`src/rtl/msx_slot_mapper.sv`:
```
// msx_slot_mapper
//   ASCII8 megaROM mapper and slot responder for an MSX cartridge.
//   It synchronises the asynchronous MSX strobes and keeps four 8 KiB bank
//   registers, which are written through the 6000-7FFF window. On a slot read
//   in 4000-BFFF it drives the flash address and holds WAIT_n low for
//   WAIT_CYCLES cycles. It then returns the flash byte and keeps it on the bus
//   until the CPU ends the read cycle.
//
// Ports
//   CLK, RESET                   clock, synchronous active-high reset
//   ADDR[15:0], DATA_IN[7:0]     MSX address / inbound data
//   DATA_OUT[7:0], DATA_OE       MSX outbound data and its output enable
//   SLTSL_n, MREQ_n, RD_n, WR_n  asynchronous active-low MSX strobes
//   WAIT_n                       MSX wait request (open-drain at top level)
//   FA[20:0], FD[7:0]            flash address / flash data
//   FCE_n, FOE_n                 flash chip enable / output enable
module msx_slot_mapper #(
  parameter int WAIT_CYCLES = 3
) (
  input  logic        CLK,
  input  logic        RESET,
  input  logic [15:0] ADDR,
  input  logic [7:0]  DATA_IN,
  output logic [7:0]  DATA_OUT,
  output logic        DATA_OE,
  input  logic        SLTSL_n,
  input  logic        MREQ_n,
  input  logic        RD_n,
  input  logic        WR_n,
  output logic        WAIT_n,
  output logic [20:0] FA,
  input  logic [7:0]  FD,
  output logic        FCE_n,
  output logic        FOE_n
);

  typedef enum logic [2:0] {
    IDLE    = 3'd0,
    RD_WAIT = 3'd1,
    RD_HOLD = 3'd2,
    WR_DONE = 3'd3,
    IGNORE  = 3'd4
  } state_t;

  localparam logic [3:0] CNT_LOAD = 4'(WAIT_CYCLES - 1);

  // Strobe synchronisers: _p0 is the capture flop, _p1 is the FSM-facing copy
  logic sltsl_p0, sltsl_p1;
  logic mreq_p0,  mreq_p1;
  logic rd_p0,    rd_p1;
  logic wr_p0,    wr_p1;

  always_ff @(posedge CLK) begin
    if (RESET) begin
      sltsl_p0 <= 1'b1;
      sltsl_p1 <= 1'b1;
      mreq_p0  <= 1'b1;
      mreq_p1  <= 1'b1;
      rd_p0    <= 1'b1;
      rd_p1    <= 1'b1;
      wr_p0    <= 1'b1;
      wr_p1    <= 1'b1;
    end else begin
      sltsl_p0 <= SLTSL_n;
      sltsl_p1 <= sltsl_p0;
      mreq_p0  <= MREQ_n;
      mreq_p1  <= mreq_p0;
      rd_p0    <= RD_n;
      rd_p1    <= rd_p0;
      wr_p0    <= WR_n;
      wr_p1    <= wr_p0;
    end
  end

  // Synchronised strobes feed the FSM and the registered outputs
  logic       sel;
  logic       rd_win;
  logic       wr_win;
  logic [1:0] idx;

  assign sel    = ~sltsl_p1 & ~mreq_p1;
  assign rd_win = (ADDR[15:13] >= 3'd2) && (ADDR[15:13] <= 3'd5);
  assign wr_win = (ADDR[15:13] == 3'd3);
  // ADDR[15:13]-2 truncated to two bits equals ADDR[14:13]-2 modulo 4
  // for the four read windows (2..5 -> 0..3).
  assign idx    = ADDR[14:13] - 2'd2;

  state_t      state, state_nx;
  logic [3:0]  cnt, cnt_nx;
  logic [7:0]  bank [0:3];
  logic        bank_we;
  logic [20:0] fa_nx;
  logic [7:0]  dout_nx;
  logic        oe_nx, wait_nx, fce_nx, foe_nx;

  always_comb begin
    state_nx = state;
    cnt_nx   = cnt;
    fa_nx    = FA;
    dout_nx  = DATA_OUT;
    oe_nx    = DATA_OE;
    wait_nx  = WAIT_n;
    fce_nx   = FCE_n;
    foe_nx   = FOE_n;
    bank_we  = 1'b0;

    case (state)
      IDLE: begin
        oe_nx   = 1'b0;
        wait_nx = 1'b1;
        fce_nx  = 1'b1;
        foe_nx  = 1'b1;
        if (sel && (!rd_p1 || !wr_p1)) begin
          if (!rd_p1 && wr_p1 && rd_win) begin
            state_nx = RD_WAIT;
            fa_nx    = {bank[idx], ADDR[12:0]};
            fce_nx   = 1'b0;
            foe_nx   = 1'b0;
            wait_nx  = 1'b0;
            cnt_nx   = CNT_LOAD;
          end else if (!wr_p1 && rd_p1 && wr_win) begin
            state_nx = WR_DONE;
            bank_we  = 1'b1;
          end else begin
            state_nx = IGNORE;
          end
        end
      end

      RD_WAIT: begin
        // An abort wins over counter expiry, so a cycle the CPU has already
        // ended never puts data on the bus.
        if (rd_p1 || sltsl_p1) begin
          state_nx = IDLE;
          wait_nx  = 1'b1;
          fce_nx   = 1'b1;
          foe_nx   = 1'b1;
          oe_nx    = 1'b0;
        end else if (cnt == 4'd0) begin
          state_nx = RD_HOLD;
          dout_nx  = FD;
          oe_nx    = 1'b1;
          wait_nx  = 1'b1;
        end else begin
          cnt_nx = cnt - 4'd1;
        end
      end

      RD_HOLD: begin
        if (rd_p1 || sltsl_p1) begin
          state_nx = IDLE;
          oe_nx    = 1'b0;
          fce_nx   = 1'b1;
          foe_nx   = 1'b1;
        end
      end

      WR_DONE, IGNORE: begin
        if (rd_p1 && wr_p1) state_nx = IDLE;
      end

      default: state_nx = IDLE;
    endcase
  end

  // State, counter and registered outputs
  always_ff @(posedge CLK) begin
    if (RESET) begin
      state    <= IDLE;
      cnt      <= 4'd0;
      FA       <= 21'd0;
      DATA_OUT <= 8'h00;
      DATA_OE  <= 1'b0;
      WAIT_n   <= 1'b1;
      FCE_n    <= 1'b1;
      FOE_n    <= 1'b1;
    end else begin
      state    <= state_nx;
      cnt      <= cnt_nx;
      FA       <= fa_nx;
      DATA_OUT <= dout_nx;
      DATA_OE  <= oe_nx;
      WAIT_n   <= wait_nx;
      FCE_n    <= fce_nx;
      FOE_n    <= foe_nx;
    end
  end

  // Bank registers; ADDR[12:11] selects 6000/6800/7000/7800
  always_ff @(posedge CLK) begin
    if (RESET) begin
      for (int i = 0; i < 4; i++) bank[i] <= 8'h00;
    end else if (bank_we) begin
      bank[ADDR[12:11]] <= DATA_IN;
    end
  end

endmodule
```
`config.mk`:
```
export PLATFORM = sky130hd
export DESIGN_NAME = msx_slot_mapper
export DESIGN_NICKNAME = d
export VERILOG_FILES = /design/src/rtl/msx_slot_mapper.sv
export SDC_FILE = /design/constraint.sdc
export NUM_CORES = 1
export LEC_CHECK = 0
export ABC_CLOCK_PERIOD_IN_PS = 2400
export BUFFER_PORTS_ARGS = -buffer_cell sky130_fd_sc_hd__buf_2
export CORE_UTILIZATION = 40
export DETAILED_ROUTE_END_ITERATION = 7
export GPL_TIMING_DRIVEN = 0
export PLACE_DENSITY = 0.71
export SYNTH_ARGS = -nofsm -noshare
export SYNTH_HDL_FRONTEND = slang
export SYNTH_SLANG_ARGS = --single-unit
```
`constraint.sdc`:
```
create_clock -name CLK -period 2.4 [get_ports CLK]
set_input_delay 0.48 -clock CLK [delete_from_list [all_inputs] [get_ports CLK]]
set_output_delay 0.48 -clock CLK [all_outputs]
set_load 0.02 [all_outputs]
```
After elaboration in Yosys (flattened, before gate mapping)
Memory sizes are Yosys's and may differ from the RTL's. A register that Yosys moved wholly into a read port is not among the register bits.
Index checks and enable logic that the tools add are counted.
{"block": "word_totals", "regBits": 47, "latch_bits": 0, "ramBits": 32, "output_inout_bits": 33, "in_bits": 38, "mem_count": 1, "word_cells": 98, "rom_bits": 0}
{"memory": "bank", "depth": 4, "word_bits": 8, "read_ports": 1, "rd_ports_with_merged_regs": 1, "write_ports": 4, "line_no": "90", "rtl": "logic [7:0] bank [0:3];"}
{"block": "op_classes", "n_mul": 0, "muxes": 35, "n_shift": 0, "n_eq_ne": 13, "n_bitwise": 4, "magnitude_cmp": 2, "n_addsub": 2, "div_mod_pow": 0, "n_reduce_logical": 26}
{"cell": "3-bit two-way mux", "count": 7}
{"cell": "1-bit two-way mux", "count": 17}
{"cell": "4-bit two-way mux", "count": 4}
{"cell": "2-bit inequality test, second input constant", "count": 6}
{"cell": "3-bit case mux with 4 select lines", "count": 1}
{"cell": "3-bit by 2-bit == test with 1-bit output, second input constant", "count": 3}
{"cell": "3-bit AND reduction", "count": 3}
{"cell": "8-bit two-way mux", "count": 1}
{"cell": "4-bit case mux with 2 select lines", "count": 1}
{"cell": "8-bit OR reduction", "count": 1}
{"cell": "1-bit logical AND", "count": 7}
{"cell": "5-bit AND reduction", "count": 1}
{"cell": "4-bit zero test", "count": 1}
{"cell": "1-bit case mux with 2 select lines", "count": 2}
{"cell": "2-bit AND reduction", "count": 2}
{"cell": "4-bit AND reduction", "count": 1}
{"cell": "2-bit nonzero test", "count": 2}
{"cell": "2-bit OR reduction", "count": 2}
{"cell": "4-bit by 1-bit subtractor with 4-bit output, second input constant", "count": 1}
{"cell": "3-bit by 1-bit == test with 1-bit output, second input constant", "count": 1}
{"cell": "3-bit == test, second input constant", "count": 1}
{"cell": "3-bit by 2-bit >= comparator with 1-bit output, second input constant", "count": 1}
{"cell": "3-bit <= comparator, second input constant", "count": 1}
{"cell": "3-bit zero test", "count": 1}
{"cell": "other kinds (10)", "count": 14}

Depth between registers and ports, before layout
Gate-level depths: netlist of run 1.
{"block": "logic_depth", "word_depth": 12, "ltp_mapped": 7, "mapped_depth_nobuf": 6}

Worst setup path before layout of run 1
OpenSTA, ideal clock, no wires.
{"block": "synth_path", "path_kind": "input to register", "start": "input port ADDR[14]", "end": "memory bank[1][0] (enable)", "n_path_buf": 1, "stages": 5, "t_required_ns": 2.071, "slack_ns": 0.396, "t_arrival_ns": 1.675, "setup_ns": 0.329, "cell_sequence": "buf_4 and4bb_4 nand4_4 nor4b_4 or2_1"}
{"element": "start, declared", "line_no": "22", "rtl": "input logic [15:0] ADDR,"}
{"element": "end, declared", "line_no": "90"}

==> results.tsv, run 1 <==
stage	metric	value	unit
outcome	outcome	finished, final reports clean	
worst_setup_path	r2r startpoint	rd_p1	
sta	Tmin final	2.256	ns
pwr	switching share of power	0.2769	
hold_path	Hold WC Path Type	in -> reg	
synthesis	area leader, netlist	edfxtp_1	
sta	endpoints failing setup	0	
placed_design	Placed Instances	462	
synthesis	Yosys top cell area share	0.2829	
sta	Final Hold Viols	0	
worst_setup_path	cells along the critical path	a211oi_4 > nand4_4 > nor4b_4 > or2_1	
layout	# diodes	0	
sta	Slew HR	0.4118	
pwr	Clk pwr share	0.339	
synthesis	EDFF count, synth	32	
pwr	Switch Pwr	0.7659	mW
pwr	Tot Pwr	2.766	mW
detailed_routing	DR vias/cell	4.929	
synthesis	Mapped Cells	288	
placed_design	hpwl dp	4887	um
detailed_routing	Routed wire per std cell	14.23	um
pwr	Pleak	1.659	nW
cts	Post-CTS Hold Buffers	0	
worst_setup_path	Crit Path Max Fanout	9	
layout	Non-Filler Instances	478	
worst_setup_path	Critical Path Start Type	flip-flop	
cts	Inserted Clock Buffers	9	
sta	top achievable clock speed	443.3	MHz
synthesis	Yosys reg bits	79	
layout	Final #Nets	407	
sta	unrepaired setup endpoints after global routing	no	
synthesis	Post-synth top cells	47 x dfxtp_1, 34 x nand2_1, 32 x and2_1, 32 x edfxtp_1, 21 x nor2_1	
job	Max Cap Violations	0	
worst_setup_path	Crit. Startpoint	rd_p1	
sta	Setup TNS	0	ns
pwr	Peak VDD IR	292.6	uV
cts	clock-pin slew on the worst setup and hold paths	0.08	ns
detailed_routing	final antenna-violating net count	0	
layout	Layout area overhead	19.48	%
synthesis	most repeated cell in the gate-level netlist after synthesis	dfxtp_1	
synthesis	sequential element share of the synthesized area	0.5599	
hold_path	hold path cells	2	
layout	share of layout cells above drive strength 1	0.3378	
hold_path	hold_sp	WR_n	
worst_setup_path	CP max stage delay	0.49	ns
global_routing	grt total ovfl	0	
worst_setup_path	Reg2Reg Depth	4	
worst_setup_path	CP top delay family	simple AND/OR/NAND/NOR gates	
cts	Post-CTS Resized	0	
floorplan	# IOs	71	
cts	Clock Path Buffers	2	
pwr	power share of the sequential group	0.534	
synthesis	Synth Flop Type	dfxtp_1	
placed_design	GP Congestion	0.7996	
sta	Pins Over Slew Limit	0	
sta	worst slew pin tran	0.8805	ns
cts	TritonCTS Sinks	79	
worst_setup_path	Worst path slowest cell	nor4b_4	
global_routing	number of global-route vias before repair	2240	
synthesis	synth top area cells	edfxtp_1 28%, dfxtp_1 28%, and2_1 5.9%	
worst_setup_path	Critical path destination	bank[1][0]	
worst_setup_path	Crit path depth	4	
sta	period utilization	0.9398	
worst_setup_path	R2R setup slack	0.14	ns
global_routing	initial antenna violation count	0	
synthesis	asr flop ratio synth	0	
global_routing	gr usage total	0.1626	
detailed_routing	first drt pass iteration count	4	
worst_setup_path	Buf/Inv on CP	0	
cts	postcts setup bufs	0	
floorplan	die width	94.16	um
global_routing	first-pass GRT wire length	10660	um
sta	clock skew	0.01328	ns
floorplan	core footprint	8217	um^2
global_routing	largest net degree at the start of global routing	17	
floorplan	Die Ht	94.16	um
synthesis	synthesized area per cell	11.80	um^2
worst_setup_path	worst path arrival time	2.27	ns
worst_setup_path	critical path class	reg -> reg	
pwr	Pwr Density	681.4	nW/um^2
synthesis	yosys warns	0	
floorplan	number of cell rows	33	
detailed_routing	residual DRC count	0	
cts	latest clock arrival within the worst-skew pair	0.36	ns
cts	H-tree depth	3	
worst_setup_path	Worst R2R End	bank[1][0]	
detailed_routing	initial drt markers	91	
pwr	P_int	2.000	mW
detailed_routing	Post-Route WL	6803	um
cts	Root Driver	clkbuf_8	
cts	CTS tree	built	
placed_design	Port Buffers	69	
floorplan	Initial Utilization	0.4134	
worst_setup_path	CP Capture Type	flip-flop	
pwr	Combinational Power Share	0.128	
synthesis	synthesized area	3397	um^2
synthesis	Yosys cell types	49	
worst_setup_path	WP data required	2.42	ns
layout	fill cell count	759	
layout	final core utilization	0.4940	
detailed_routing	vias after detailed routing	2356	
synthesis	syn nets	327	
floorplan	Die Area	8865	um^2
-- worst min path at each step --
stage,to,slack [ns]
floorplan,mreq_p1,0.39
global placement,wr_p1,0.39
detailed placement,wr_p1,0.40
CTS,mreq_p0,0.29
global route,mreq_p0,0.30
finish,wr_p0,0.31
-- sequential cells by signal, summed over array words and instances (netlist names), 3 cells and up --
register / cells
DATA_OUT: 8
FA: 21
bank: 32
cnt: 4
state: 3
-- kinds of logic (layout without fill, tap and decap cells) --
group / after synthesis / in the layout / synth area share
buffers and inverters: 17 / 102 / 0.03167
xor gates and xnor gates: 3 / 3 / 0.007736
and+or+nand+nor: 133 / 133 / 0.2332
adders and majority gates: 1 / 1 / 0.003683
AOI/OAI and AO/OA: 29 / 29 / 0.05636
DFF: 79 / 79 / 0.5599
muxes: 26 / 26 / 0.1075
-- cell usage in the layout (no fill, tap or decap), types with 4 or more instances in the layout --
master    instances
a21oi_1          17
and2_1           32
buf_2            71
buf_4             4
clkbuf_1          6
clkbuf_8          9
dfxtp_1          47
edfxtp_1         32
mux2i_1          17
mux4_2            8
nand2_1          34
nand3_1           5
nor2_1           21
nor2b_1           4
nor3_1            4
or2_2             9
-- layout make-up --
cell class                      instances  area [um^2]  area share
Inverter                                2        7.507    0.001850
Sequential cell                        79         1902      0.4686
Tap cell                              105        131.4     0.03237
Multi-Input combinational cell        192         1388      0.3419
Buffer                                 15        100.1     0.02466
Clock buffer                            9        123.9     0.03052
Clock inverter                          7        61.31     0.01510
Timing Repair Buffer                   69        345.3     0.08508
-- stage by stage --
step                setup slack (ns)  hold WS (ns)  cell area [um^2]
floorplan                     0.3960        0.3895              3397
global placement             0.01779        0.3927              3874
detailed placement          0.001562        0.3953              3874
CTS                           0.1369        0.2940              4059
global route                0.004520        0.2957              4059
finish                        0.1444        0.3080              4059
-- power by group through the flow --
stage          sequential (mW)  clock (mW)  combinational (mW)
2_1_floorplan             1.53           0               0.228
3_3_place_gp              1.51           0               0.350
3_5_place_dp              1.51           0               0.354
4_1_cts                   1.48       0.955               0.356
5_1_grt                   1.48        1.01               0.384
6_report                  1.48       0.936               0.354
-- metal layers --
layer  up-vias  GRT usage  part of all wire
li1       1170          -                 -
met1      1108     0.1939              0.45
met2        66     0.2742              0.48
met3        12    0.04531             0.053
met4         0    0.06667             0.017
met5         -          0                 0
-- worst register-to-register path, stage by stage, from the launching register on --
cell and delay, ns:
dfxtp_1 0.39, a211oi_4 0.40, nand4_4 0.22, nor4b_4 0.49
or2_1 0.41
Power figures use the tool's default switching activity.
==> run 2: changes to the inputs <==
--- a/config.mk
+++ b/config.mk
@@ -10,7 +10,8 @@
 export CORE_UTILIZATION = 40
 export DETAILED_ROUTE_END_ITERATION = 7
 export GPL_TIMING_DRIVEN = 0
-export PLACE_DENSITY = 0.71
+export PLACE_DENSITY_LB_ADDON = 0.15
+export SLEW_MARGIN = 20
 export SYNTH_ARGS = -nofsm -noshare
 export SYNTH_HDL_FRONTEND = slang
 export SYNTH_SLANG_ARGS = --single-unit
==> run 2 against run 1 <==
Compared with the run above:
- sequential cell count unchanged
- utilization up 0.59 points
- count of clock-buffer cells in the layout up 2
- power rose by 7.2%
- clock skew decreased by 0.0025 ns
- cell area up 1.2%
- hold slack improved by 0.0024 ns
- clock power increased by 21%
- largest power group unchanged
- highest routed layer unchanged
==> results.tsv, run 2 (synthesized netlist as in run 1, its figures left out) <==
stage	metric	value	unit	change
sta	top achievable clock speed	474.4	MHz	+7.0%
cts	Clock Path Buffers	2		unchanged
floorplan	Die Area	8865	um^2	unchanged
job	Max Cap Violations	0		unchanged
worst_setup_path	CP Capture Type	flip-flop		
layout	max FFs per register	32		unchanged
detailed_routing	residual DRC count	0		unchanged
sta	Tmin final	2.108	ns	-0.1478 ns
hold_path	hold path cells	2		unchanged
worst_setup_path	CP max stage delay	0.52	ns	+0.03 ns
cts	latest clock arrival within the worst-skew pair	0.35	ns	about the same
pwr	Peak VDD IR	264.6	uV	-9.6%
placed_design	Port Buffers	69		unchanged
sta	Hold Slack	0.3105	ns	+0.002424 ns
cts	Inserted Clock Buffers	9		unchanged
layout	fill cell count	789		+4.0%
global_routing	number of global-route vias before repair	2111		-5.8%
cts	Post-CTS Hold Buffers	0		unchanged
sta	endpoints failing setup	0		unchanged
cts	Root Driver	clkbuf_8		
layout	largest registers	bank (32), FA (21), DATA_OUT (8)		
worst_setup_path	WP data required	2.45	ns	+0.03 ns
hold_path	hold_sp	SLTSL_n		
sta	period utilization	0.8783		-0.06156
pwr	Pwr Density	721.8	nW/um^2	+5.9%
global_routing	largest net degree at the start of global routing	15		-2
layout	Final #Nets	407		unchanged
layout	# diodes	0		unchanged
global_routing	initial antenna violation count	0		unchanged
floorplan	core footprint	8217	um^2	unchanged
pwr	Pleak	1.690	nW	+1.9%
cts	postcts setup bufs	0		unchanged
detailed_routing	first drt pass iteration count	4		unchanged
worst_setup_path	Worst R2R End	bank[1][2]		
cts	Post-CTS Resized	0		unchanged
global_routing	gr usage total	0.1646		+0.001993
cts	clock-pin slew on the worst setup and hold paths	0.08	ns	about the same
worst_setup_path	Reg2Reg Depth	4		unchanged
floorplan	die width	94.16	um	unchanged
worst_setup_path	Worst path slowest cell	nor4b_4		
placed_design	hpwl dp	4913	um	+0.52%
floorplan	Die Ht	94.16	um	unchanged
worst_setup_path	r2r startpoint	rd_p1		
detailed_routing	final antenna-violating net count	0		unchanged
worst_setup_path	R2R setup slack	0.29	ns	+0.15 ns
detailed_routing	Post-Route WL	6905	um	+1.5%
layout	share of layout cells above drive strength 1	0.3378		unchanged
worst_setup_path	Buf/Inv on CP	0		unchanged
sta	clock skew	0.01078	ns	-0.002495 ns
placed_design	Placed Instances	462		unchanged
worst_setup_path	cells along the critical path	a211oi_4 > nand4_4 > nor4b_4 > or2_4		
worst_setup_path	Critical Path Start Type	flip-flop		
sta	Pins Over Slew Limit	0		unchanged
detailed_routing	DR vias/cell	4.805		-2.5%
placed_design	GP Congestion	0.8008		+0.15%
global_routing	first-pass GRT wire length	10630	um	-0.26%
worst_setup_path	critical path class	reg -> reg		
layout	Layout area overhead	20.92	%	
floorplan	number of cell rows	33		unchanged
layout	commonest cells after routing, fill and taps aside	71 x buf_2, 47 x dfxtp_1, 34 x nand2_1, 32 x and2_1, 32 x edfxtp_1		
hold_path	Hold WC Path Type	in -> reg		
cts	TritonCTS Sinks	79		unchanged
floorplan	Initial Utilization	0.4134		unchanged
worst_setup_path	worst path arrival time	2.16	ns	-0.11 ns
hold_path	Hold EP	sltsl_p0		
cts	CTS tree	built		
layout	Most flops, register	bank		
layout	commonest non-fill, non-tap cell in the layout	buf_2		
cts	H-tree depth	3		unchanged
sta	Final Hold Viols	0		unchanged
layout	Non-Filler Instances	478		unchanged
detailed_routing	Routed wire per std cell	14.45	um	+1.5%
global_routing	grt total ovfl	0		unchanged
detailed_routing	vias after detailed routing	2297		-2.5%
floorplan	# IOs	71		unchanged
sta	unrepaired setup endpoints after global routing	no		
outcome	outcome	finished, final reports clean		
worst_setup_path	Crit path depth	4		unchanged
sta	worst slew pin tran	0.8569	ns	-0.02354 ns
worst_setup_path	Crit Path Max Fanout	9		unchanged
sta	Slew HR	0.4275		+0.01573
worst_setup_path	CP top delay family	simple AND/OR/NAND/NOR gates		
detailed_routing	initial drt markers	87		-4.4%
[run 2: layout make-up]
cell class                 instances  area [um^2]  share of cell area
timing repair buffer              69        345.3             0.08407
tap                              105        131.4             0.03198
sequential                        79         1902              0.4630
buffer                            15        100.1             0.02437
multi-input combinational        192         1390              0.3384
clock buffer                      11        152.6             0.03716
inverter                           2        7.507            0.001828
clock inverter                     5        78.83             0.01919
[run 2: worst reg2reg max path: cells and delay by family, from the launching register on]
kind,cells,cell delay (ns)
and+or+nand+nor,3,1.04
AOI/OAI and AO/OA,1,0.38
DFF,1,0.39
[run 2: report_power, final]
group | total, mW | switching, mW | internal (mW) | leakage, nW
logic | 0.356 | 0.195 | 0.161 | 0.860
clock network | 1.13 | 0.483 | 0.650 | 0.119
registers | 1.48 | 0.0313 | 1.44 | 0.711
total | 2.96 | 0.710 | 2.26 | 1.69
[run 2: routing by layer]
layer | GRT usage | share of wire | vias to the layer above
met5 | 0 | 0 | -
met4 | 0.07692 | 0.018 | 0
met3 | 0.03964 | 0.063 | 10
met2 | 0.2560 | 0.44 | 75
met1 | 0.2149 | 0.47 | 1037
li1 | - | - | 1175
[run 2: worst max-delay path by stage]
stage	from	to	slack, ns
2_1_floorplan	ADDR[14]	bank[1][0]	0.40
3_3_place_gp	ADDR[15]	bank[1][6]	-0.03
3_5_place_dp	ADDR[14]	bank[1][6]	-0.04
4_1_cts	rd_p1	bank[1][2]	0.09
5_1_grt	rd_p1	bank[2][2]	0.1
6_report	rd_p1	bank[1][2]	0.29
[run 2: per-stage QoR]
step / cell area [um^2] / setup slack [ns] / power (mW) / utilization / setup TNS [ns]
detailed placement: 3874 / -0.04228 / 1.865 / 0.4714 / -0.3356
global placement: 3874 / -0.03423 / 1.860 / 0.4714 / -0.2707
CTS: 4105 / 0.08699 / 2.995 / 0.4996 / 0
finish: 4108 / 0.2922 / 2.965 / 0.4999 / 0
global route: 4108 / 0.09913 / 3.085 / 0.4999 / 0
floorplan: 3397 / 0.3960 / 1.753 / - / 0
==> run 3: changes to the inputs <==
--- a/config.mk
+++ b/config.mk
@@ -10,6 +10,7 @@
 export CORE_UTILIZATION = 40
 export DETAILED_ROUTE_END_ITERATION = 7
 export GPL_TIMING_DRIVEN = 0
+export HOLD_SLACK_MARGIN = 0.08
 export PLACE_DENSITY_LB_ADDON = 0.15
 export SLEW_MARGIN = 20
 export SYNTH_ARGS = -nofsm -noshare
==> constraint.sdc (replaced) <==
create_clock -name CLK -period 2.4 [get_ports CLK]
set_input_delay 0 -clock CLK [delete_from_list [all_inputs] [get_ports CLK]]
set_output_delay 0 -clock CLK [all_outputs]
set_load 0.02 [all_outputs]
==> run 3 against run 2 <==
Compared with the run above:
- maximum frequency rose by 0.34%
- power rose by 1.4%
- via count is 5.4% higher
- critical path depth is 1 lower
- combinational power increased by 12%
- routed wire length increased by 3.2%
- final cell count up 6.9%
- sequential power about the same
- global-route usage rose by 0.56 points
- cell area up 8.0%
- critical endpoint is now bank[2][2]
==> results.tsv, run 3 (synthesized netlist as in run 1, its figures left out) <==
stage	metric	value	unit	change
outcome	outcome	finished, final reports clean		
cts	postcts setup bufs	0		unchanged
sta	Final Hold Viols	0		unchanged
hold_path	Hold WC Path Type	in -> reg		
cts	clock-pin slew on the worst setup and hold paths	0.08	ns	about the same
detailed_routing	final antenna-violating net count	0		unchanged
detailed_routing	Routed wire per std cell	13.94	um	-3.5%
worst_setup_path	r2r startpoint	rd_p1		
detailed_routing	DR vias/cell	4.738		-1.4%
layout	commonest cells after routing, fill and taps aside	71 x buf_2, 47 x dfxtp_1, 34 x nand2_1, 33 x dlygate4sd3_1		
cts	Clock Path Buffers	2		unchanged
worst_setup_path	Crit path depth	3		-1
sta	clock skew	0.01052	ns	-0.0002657 ns
placed_design	hpwl dp	4913	um	unchanged
worst_setup_path	cells along the critical path	a211oi_4 > nand4_4 > o21bai_1		
cts	Inserted Clock Buffers	9		unchanged
floorplan	core footprint	8217	um^2	unchanged
sta	worst slew pin tran	0.8628	ns	+0.005836 ns
worst_setup_path	Buf/Inv on CP	0		unchanged
placed_design	Placed Area	3874	um^2	unchanged
detailed_routing	vias after detailed routing	2421		+5.4%
sta	period utilization	0.8753		-0.002984
floorplan	Die Ht	94.16	um	unchanged
pwr	Pwr Density	677.5	nW/um^2	-6.1%
hold_path	hold path cells	5		+3
worst_setup_path	Worst R2R End	bank[2][2]		
global_routing	initial antenna violation count	0		unchanged
worst_setup_path	Crit. Startpoint	rd_p1		
worst_setup_path	worst path arrival time	2.07	ns	-0.09 ns
cts	Root Driver	clkbuf_8		
layout	largest registers	bank (32), FA (21), DATA_OUT (8)		
worst_setup_path	CP max stage delay	0.74	ns	+0.22 ns
worst_setup_path	Critical Path Start Type	flip-flop		
cts	latest clock arrival within the worst-skew pair	0.35	ns	about the same
floorplan	number of cell rows	33		unchanged
sta	Tmin final	2.101	ns	-0.007161 ns
detailed_routing	residual DRC count	0		unchanged
worst_setup_path	WP data required	2.37	ns	-0.08 ns
floorplan	# IOs	71		unchanged
worst_setup_path	Reg2Reg Depth	3		-1
job	Max Cap Violations	0		unchanged
floorplan	Initial Utilization	0.4134		unchanged
worst_setup_path	Critical path destination	bank[2][2]		
global_routing	gr usage total	0.1702		+0.005552
layout	Design Area, Final	4438	um^2	+8.0%
layout	area of the multi-input gates	1390	um^2	unchanged
detailed_routing	Post-Route WL	7125	um	+3.2%
detailed_routing	first drt pass iteration count	4		unchanged
worst_setup_path	critical path class	reg -> reg		
worst_setup_path	CP Capture Type	flip-flop		
global_routing	largest net degree at the start of global routing	15		unchanged
global_routing	first-pass GRT wire length	11020	um	+3.6%
worst_setup_path	Worst path slowest cell	o21bai_1		
placed_design	GP Congestion	0.8008		unchanged
placed_design	Port Buffers	69		unchanged
sta	top achievable clock speed	476.0	MHz	+0.34%
global_routing	grt total ovfl	0		unchanged
layout	max FFs per register	32		unchanged
sta	Hold Slack	0.1200	ns	-0.1904 ns
sta	endpoints failing setup	0		unchanged
layout	fill cell count	743		-5.8%
sta	Setup TNS	0	ns	unchanged
pwr	Peak VDD IR	266.0	uV	+0.54%
worst_setup_path	R2R setup slack	0.30	ns	about the same
detailed_routing	initial drt markers	81		-6.9%
sta	Slew HR	0.4236		-0.003899
floorplan	die width	94.16	um	unchanged
layout	share of layout cells above drive strength 1	0.3103		-0.02746
layout	Layout area overhead	30.64	%	
worst_setup_path	Crit Path Max Fanout	8		-1
worst_setup_path	CP top delay family	compound AO/OA/AOI/OAI gates		
layout	Most flops, register	bank		
layout	commonest non-fill, non-tap cell in the layout	buf_2		
layout	Final #Nets	440		+8.1%
sta	unrepaired setup endpoints after global routing	no		
layout	# diodes	0		unchanged
sta	Pins Over Slew Limit	0		unchanged
pwr	Pleak	1.828	nW	+8.2%
floorplan	Die Area	8865	um^2	unchanged
layout	Reg area	1902	um^2	unchanged
cts	CTS tree	built		
cts	TritonCTS Sinks	79		unchanged
global_routing	number of global-route vias before repair	2222		+5.3%
cts	H-tree depth	3		unchanged
==> run 3: worst min path at each step <==
stage          slack (ns)      from       end
2_1_floorplan        0.10    MREQ_n   mreq_p0
3_3_place_gp         0.18      RD_n     rd_p0
3_5_place_dp         0.18   SLTSL_n  sltsl_p0
4_1_cts              0.11  ADDR[15]     FOE_n
5_1_grt              0.16  ADDR[15]    WAIT_n
6_report             0.12  ADDR[15]     FOE_n
==> run 3: cell type report <==
cell class / instances / area share
clock buffers: 11 / 0.03440
plain buffers: 15 / 0.02255
clock inverters: 5 / 0.01776
repair buffers: 102 / 0.1522
flip-flops and latches: 79 / 0.4285
multi-input cells: 192 / 0.3132
inverters: 2 / 0.001692
well taps: 105 / 0.02960
==> run 3: layer usage <==
metal | track usage | up-vias | part of all wire
met3 | 0.03964 | 10 | 0.056
met4 | 0.07692 | 0 | 0.017
met5 | 0 | - | 0
li1 | - | 1241 | -
met2 | 0.2736 | 69 | 0.45
met1 | 0.2164 | 1101 | 0.47
==> run 3: worst reg2reg max path, cell delays in order (launching register included) <==
cell and delay (ns):
dfxtp_1 0.39, a211oi_4 0.38, nand4_4 0.21, o21bai_1 0.74
==> run 3: timing repair <==
item                                   4_1_cts  5_1_grt
endpoints found under the hold margin       57        0
hold buffers                                33        0
setup endpoints to repair                    0        8
gates resized for setup                      0        1
==> run 3: stage by stage <==
step | worst slack, ns | power (mW) | cells | util
floorplan | 0.5535 | 1.753 | 288 | -
global placement | 0.1212 | 1.860 | 462 | 0.4714
detailed placement | 0.1020 | 1.865 | 462 | 0.4714
CTS | 0.08699 | 3.036 | 511 | 0.5398
global route | 0.09913 | 3.130 | 511 | 0.5401
finish | 0.2993 | 3.007 | 511 | 0.5401
==> run 3: where the power goes <==
| group | leakage, nW | total [mW] | switching (mW) | internal (mW) |
|---|---|---|---|---|
| sequential | 0.711 | 1.48 | 0.0313 | 1.44 |
| clock | 0.119 | 1.13 | 0.484 | 0.650 |
| combinational | 0.997 | 0.397 | 0.201 | 0.196 |
